**src/rtl/sha_chunk_sequencer.sv**
```systemverilog
// SHA-256 message padder and chunk sequencer.
// Builds the fully padded vector into a register on accept, then streams it
// out MSB-first as 512-bit chunks over a valid/ready handshake.
module sha_chunk_sequencer #(
  parameter int MSG_BITS = 640
) (
  input  logic                clk,
  input  logic                n_rst,
  input  logic                msg_valid,
  output logic                msg_ready,
  input  logic                msg_mode,
  input  logic [MSG_BITS-1:0] msg_data,
  input  logic [255:0]        digest_in,
  input  logic                abort,
  output logic                chunk_valid,
  input  logic                chunk_ready,
  output logic [511:0]        chunk_data,
  output logic [2:0]          chunk_idx,
  output logic                chunk_first,
  output logic                chunk_last,
  output logic                busy
);

  localparam int NCHUNK = (MSG_BITS + 65 + 511) / 512;
  localparam int PW     = NCHUNK * 512;
  // MSG_BITS is a multiple of 32, so MSG_BITS+65 is odd and K is never 0.
  localparam int K      = PW - MSG_BITS - 65;

  typedef enum logic {IDLE, SEND} state_t;

  state_t        state_q, state_d;
  logic [PW-1:0] p_reg;
  logic [PW-1:0] p_msg, p_dig;
  logic [2:0]    idx_q;
  logic [2:0]    last_q;
  logic          accept, hshk, final_hs;

  assign accept   = (state_q == IDLE) && msg_valid;
  assign hshk     = (state_q == SEND) && chunk_ready;
  assign final_hs = hshk && (idx_q == last_q);

  // Padded images for both modes; digest pads to a single chunk at the top.
  always_comb begin
    p_msg = {msg_data, 1'b1, {K{1'b0}}, 64'(MSG_BITS)};
    p_dig = '0;
    p_dig[PW-1 -: 512] = {digest_in, 1'b1, 191'b0, 64'd256};
  end

  // State register.
  always_ff @(posedge clk or negedge n_rst) begin
    if (!n_rst) state_q <= IDLE;
    else        state_q <= state_d;
  end

  // Next-state: abort wins over any handshake or accept in the same cycle.
  always_comb begin
    state_d = state_q;
    if (abort) state_d = IDLE;
    else begin
      case (state_q)
        IDLE:    if (msg_valid) state_d = SEND;
        SEND:    if (final_hs)  state_d = IDLE;
        default: state_d = IDLE;
      endcase
    end
  end

  // Outputs decoded from state and the registered chunk index only, so
  // msg_ready never depends on chunk_ready.
  always_comb begin
    msg_ready   = (state_q == IDLE);
    chunk_valid = (state_q == SEND);
    busy        = (state_q == SEND);
    chunk_first = (state_q == SEND) && (idx_q == 3'd0);
    chunk_last  = (state_q == SEND) && (idx_q == last_q);
  end

  // Padded vector and chunk index; chunk 0 always sits in the top 512 bits
  // and each accepted chunk shifts the next one up.
  always_ff @(posedge clk or negedge n_rst) begin
    if (!n_rst) begin
      p_reg  <= '0;
      idx_q  <= '0;
      last_q <= '0;
    end else if (abort) begin
      idx_q <= '0;
    end else if (accept) begin
      p_reg  <= msg_mode ? p_dig : p_msg;
      idx_q  <= '0;
      last_q <= msg_mode ? 3'd0 : 3'(NCHUNK - 1);
    end else if (final_hs) begin
      idx_q <= '0;
    end else if (hshk) begin
      idx_q <= idx_q + 3'd1;
      p_reg <= p_reg << 512;
    end
  end

  assign chunk_data = p_reg[PW-1 -: 512];
  assign chunk_idx  = idx_q;

endmodule

```
**config.mk**
```make
export PLATFORM = sky130hd
export DESIGN_NAME = sha_chunk_sequencer
export DESIGN_NICKNAME = d
export VERILOG_FILES = /design/src/rtl/sha_chunk_sequencer.sv
export SDC_FILE = /design/constraint.sdc
export NUM_CORES = 1
export LEC_CHECK = 0
export ABC_AREA = 1
export BUFFER_PORTS_ARGS = -buffer_cell sky130_fd_sc_hd__buf_2
export CAP_MARGIN = 20
export CELL_PAD_IN_SITES_DETAIL_PLACEMENT = 0
export CELL_PAD_IN_SITES_GLOBAL_PLACEMENT = 1
export CORE_AREA = 2 2 558 560
export CTS_BUF_LIST = sky130_fd_sc_hd__clkbuf_16
export DETAILED_ROUTE_END_ITERATION = 10
export DIE_AREA = 0 0 560 562
export GPL_TIMING_DRIVEN = 0
export PLACE_DENSITY_LB_ADDON = 0.1
export RECOVER_POWER = 50
export SYNTH_ARGS = -nofsm -noshare
export SYNTH_HDL_FRONTEND = slang
export SYNTH_SLANG_ARGS = --single-unit
```
**constraint.sdc**
```tcl
create_clock -name clk -period 2.2 [get_ports clk]
set_clock_uncertainty 0.2 [all_clocks]
set_input_delay 0.44 -clock clk [delete_from_list [all_inputs] [get_ports clk]]
set_output_delay 0.44 -clock clk [all_outputs]
set_load 0.01 [all_outputs]
```
# Word level (Yosys, flattened, before mapping)
# Cells that the tools add are included.
# classes
add_sub_neg	1
n_eq_ne	2
muxes	13
n_bitwise	2
reduce_logical	10
# op_table
cell	n
$mux W1024	4
$mux W3	4
$logic_and A1 B1 Y1	5
$mux W1	4
$reduce_bool A4 Y1	1
$add A3 B1 Y3 const B	1
$eq A3 B3 Y1	1
$logic_not A3 Y1	1
$reduce_and A3 Y1	1
$ne A2 B2 Y1 const B	1
$not A1 Y1	2
$pmux W1 S2	1
$reduce_and A2 Y1	1
$reduce_bool A2 Y1	1
# totals
register_bits	1031
inputBits	902
out_inout_bits	520
elab_cells	32

# Depth between registers and ports, before layout
# depth
word_depth	5
ltp_mapped	10
mapped_depth_nobuf	7

# Worst setup path after synthesis
# Ideal clock, no wire load.
# synth_timing
path_type	register to register
startpoint	register state_q, in the netlist busy
endpoint	register p_reg[577]
setup_ps	66
arrival_time_ps	1523
t_required_ps	1934
slack_ps	411
path_stages_with_launch	11
n_path_buf	3
period_less_slack_ps	1789
path_cell_list	dfrtp_1 inv_2 nand2_2 nor2_2 nand2_1 inv_2 buf_4 buf_6 clkbuf_1 nand2_1 nand2_1
# synth_via
elab_chain_cells	4
elab_cells_between_ends	8
classes_between	1 x eq/ne; 1 x mux; 1 x bitwise; 5 x reduce/logical
# synth_lines
item	line	text
from (decl)	31	state_t state_q, state_d;
from (signal assigned)	52	else state_q <= state_d;
$not A1 Y1 *	--	
net msg_ready	10	output logic msg_ready,
$logic_and A1 B1 Y1 *	38	assign accept = (state_q == IDLE) && msg_valid;
$ne A2 B2 Y1 (no line) or $reduce_bool A2 Y1 (tied branches)	--	
$reduce_and A3 Y1 (no line)	--	
to (signal assigned)	88	p_reg <= msg_mode ? p_dig : p_msg;
to (signal assigned)	95	p_reg <= p_reg << 512;
to (decl)	32	logic [PW-1:0] p_reg;
# Mark *: on every way through the listed nets, which the timed path passes. The rest lies on a longest branch.
# A chain may end at the register's enable or synchronous reset.

# Worst setup path in the final report
# layout_timing
startpoint	register idx_q[1], in the netlist chunk_idx[1]
endpoint	output port chunk_first
# layout_via
elab_chain_cells	2
# layout_lines
item	line	text
from (decl)	34	logic [2:0] idx_q;
from (signal assigned)	94	idx_q <= idx_q + 3'd1;
$logic_not A3 Y1	74	chunk_first = (state_q == SEND) && (idx_q == 3'd0);
$logic_and A1 B1 Y1	74	
to (decl)	19	output logic chunk_first,
# No other way between the ends.

==> summary.txt <==
Route
  • Drt total wl: 267000 um
  • Residual DRC: 0
  • DR iter-0 viols: approximately 1600
  • Vias per cell: 3.46
  • Routed Antenna Nets: 0
  • DR vias: 39036
  • Router iterations before antenna repair: 5
  • DR WL/cell: 23.7 um

Global route
  • GRT Total Usage: between 15 and 20%
  • Pin count of the biggest net entering global routing: 89
  • Vias in the first global route: 41582
  • First-pass GRT wire length: 355000 um
  • Remaining global-route overflow: 0
  • Antenna violations before repair: between 100 and 150

Synth
  • Post-synth top area cell: dfrtp_1
  • Ys Warns: 0
  • Largest cells by area after synthesis: dfrtp_1, nand2_1, buf_4, nand4_1, a21oi_1
  • Syn Nets: 5482
  • Synth top area share: 47.6%
  • Mapped Area: 34000 um^2
  • Post-synthesis simple-gate area fraction: between 30% and 40%
  • Compound-Gate Fraction of Synth Area: 2.03%
  • Synth cell types: 18
  • Yosys reg bits: 646
  • Sequential-to-total area share from yosys stat: 47.6%
  • Largest family of logic cells by synthesized area: simple AND/OR/NAND/NOR gates
  • Mux contribution to synthesized area: 0%
  • Adder-cell area share of the yosys netlist: 0.0736%
  • Mapped Avg Cell Area: 7.42 um^2
  • Xor and xnor area share after synthesis: 0%
  • Synth Instances: 4578

Critical path
  • Crit. End Element: output pin
  • R2R Path End: p_reg[630]
  • Req. time, crit path: roughly 1.6 ns
  • Worst Path Class, Setup: reg2out
  • CP Max Fanout: 4
  • R2R Setup Slk: -0.06 ns
  • R2R depth: 13
  • Crit start category: register
  • RR Startpoint: busy
  • WP data arrival: 1.72 ns

Layout
  • Final instance area: 64000 um^2
  • Fin nets: 7931
  • Fillers: 35242
  • Max FFs per register: 641
  • Area of the multi-input gates: 13800 um^2
  • Final Core Density: 20.8%
  • Area Growth Syn to Fin: 88.4%
  • Non-Filler Instances: 11278
  • Area taken by flip-flops and latches: 16200 um^2
  • Layout cells sized above 1: 37.3%

Timing
  • Slew headroom: between 30% and 40%
  • Final hold vios: 0
  • Setup_tns: -3.03 ns
  • RSZ-0062 raised after global routing: yes
  • Final setup viols: between 100 and 150
  • Fmax: 424 MHz
  • Slew @ Worst Pin: roughly 0.93 ns
  • Slew Viols, Final: 0
  • Final worst-path cycle share: 107%
  • Setup slack after layout: -0.158 ns
  • Tmin final: 2.36 ns

Die
  • Site Rows: just over 200
  • Die Area: 315000 um^2
  • Num ports: 1422
  • Die width: about 560 um
  • Initial Utilization: 11.0%
  • Area of the core: 308000 um^2
  • Die height: 562 um

Power
  • Worst vdd ir: 0.547 mV
  • Power Density: 731 nW/um^2
  • Leakage: 33.8 nW

Outcome
  • Failing checks: negative setup slack
  • Status: finished with violations

Clock network
  • Skew-Pair Late Insertion Delay: 0.80 ns
  • H-Tree Depth: 3
  • CTS Sinks: 646
  • Total CTS buffers: 104
  • CTS root buffer: clkbuf_16
  • Worst-case clock buffer depth: 4
  • CTS tree: built
  • Clk pin slew, worst setup/hold paths: around 0.06 ns
  • Hold Buf Count CTS: 859

Place
  • Inst Count DP: roughly 10000
  • Placed cell areas: around 47000 um^2
  • Dpl hpwl: approximately 210000 um
  • IO Port Bufs: 1420
  • Setup slack at placement: -1.47 ns
  • Routability Congestion: 0.847

Flow run
  • Max Cap Viol: 0

Hold path
  • Min-delay worst type: in2async
how the worst max path moves through the flow:
stage | startpoint | end | slack, ns | cells past startpoint
3_3_place_gp | n_rst | p_reg[811] | -17.68 | 1
5_1_grt | chunk_idx[1] | chunk_first | -0.27 | 5
6_report | chunk_idx[1] | chunk_first | -0.16 | 5
2_1_floorplan | busy | p_reg[577] | 0.41 | 10
4_1_cts | chunk_idx[0] | chunk_first | -0.30 | 5
3_5_place_dp | msg_mode | p_reg[937] | -1.47 | 9
kinds of logic (layout without fill, tap and decap cells):
| group | Yosys count | count (layout) |
|---|---|---|
| flip-flops | 646 | 646 |
| AND/OR/NAND/NOR | 2970 | 2970 |
| buffers and inverters | 822 | 3346 |
| AO/OA/AOI/OAI | 138 | 138 |
| other | 0 | 56 |
| adder cells (fa/ha/maj) | 2 | 2 |
routing by layer:
layer	vias to the layer above	GRT usage [%]	share of wire [%]
li1	18801	-	-
met1	18493	19.3	41
met2	1318	27.9	48
met3	360	4.71	6.8
met4	64	5.41	3.3
met5	-	0	0.15
power by group:
part / total, mW / switching, mW / internal, mW
sequential: 15.1 / 1.33 / 13.8
combinational: 15.6 / 7.98 / 7.60
clock: 16.1 / 6.90 / 9.19
area by class of cell:
| type | count | area share [%] |
|---|---|---|
| buffer | 626 | 8.31 |
| antenna | 56 | 0.219 |
| inverter | 12 | 0.0997 |
| clock inverter | 75 | 0.741 |
| timing repair buffer | 2527 | 31.6 |
| sequential | 646 | 25.3 |
| multi-input combinational | 3110 | 21.6 |
| clock buffer | 106 | 4.14 |
| tap | 4120 | 8.05 |
worst max-delay path, cell delays in order (launching register included):
cell	delay (ns)
dfrtp_2	0.46
inv_2	0.09
ha_4	0.13
nand2_2	0.04
nor2_1	0.09
buf_4	0.15
metrics by stage:
stage / hold slack [ns] / power, mW
2_1_floorplan: -0.0556 / 20.8
3_5_place_dp: 0.210 / 27.3
4_1_cts: -0.207 / 48.0
3_3_place_gp: 0.256 / 27.3
5_1_grt: 0.0344 / 49.6
6_report: 0.0476 / 46.8
cells in the mapped netlist:
cell and number:
inv_1 6, nand3_1 5, a21oi_1 130, nor2_1 4, o21ai_0 8, inv_2 6, buf_2 91, nand2_1 2700
buf_6 2, buf_4 549, nor2_2 1, ha_1 2, clkbuf_1 149, nand4_4 1, nand4_1 258, nand2_2 1
dfrtp_1 646, buf_1 19
layout by cell type, fill, tap and decap left out, types with 5 or more instances in the layout:
| master | count |
|---|---|
| clkinv_1 | 25 |
| clkbuf_1 | 93 |
| clkbuf_2 | 106 |
| nand2_4 | 85 |
| a21oi_1 | 116 |
| inv_1 | 33 |
| dfrtp_1 | 635 |
| dlygate4sd3_1 | 854 |
| buf_2 | 1124 |
| nand4_1 | 258 |
| buf_6 | 332 |
| nand2_2 | 199 |
| clkbuf_8 | 8 |
| buf_12 | 63 |
| buf_1 | 9 |
| nand2_1 | 2415 |
| buf_8 | 24 |
| bufinv_16 | 5 |
| clkinv_2 | 10 |
| buf_16 | 26 |
| o21ai_0 | 8 |
| buf_4 | 469 |
| clkbuf_4 | 22 |
| diode_2 | 56 |
| dfrtp_2 | 11 |
| clkbuf_16 | 126 |
| a21oi_2 | 13 |
what timing repair did:
action | CTS | global route
pin swaps | 11 | 37
setup endpoints to repair | 994 | 609
hold endpoints to repair | 810 | 134
buffers inserted | 177 | 31
gates cloned | 23 | 19
gates resized for setup | 1133 | 493
(Power assumes the default switching activity.)
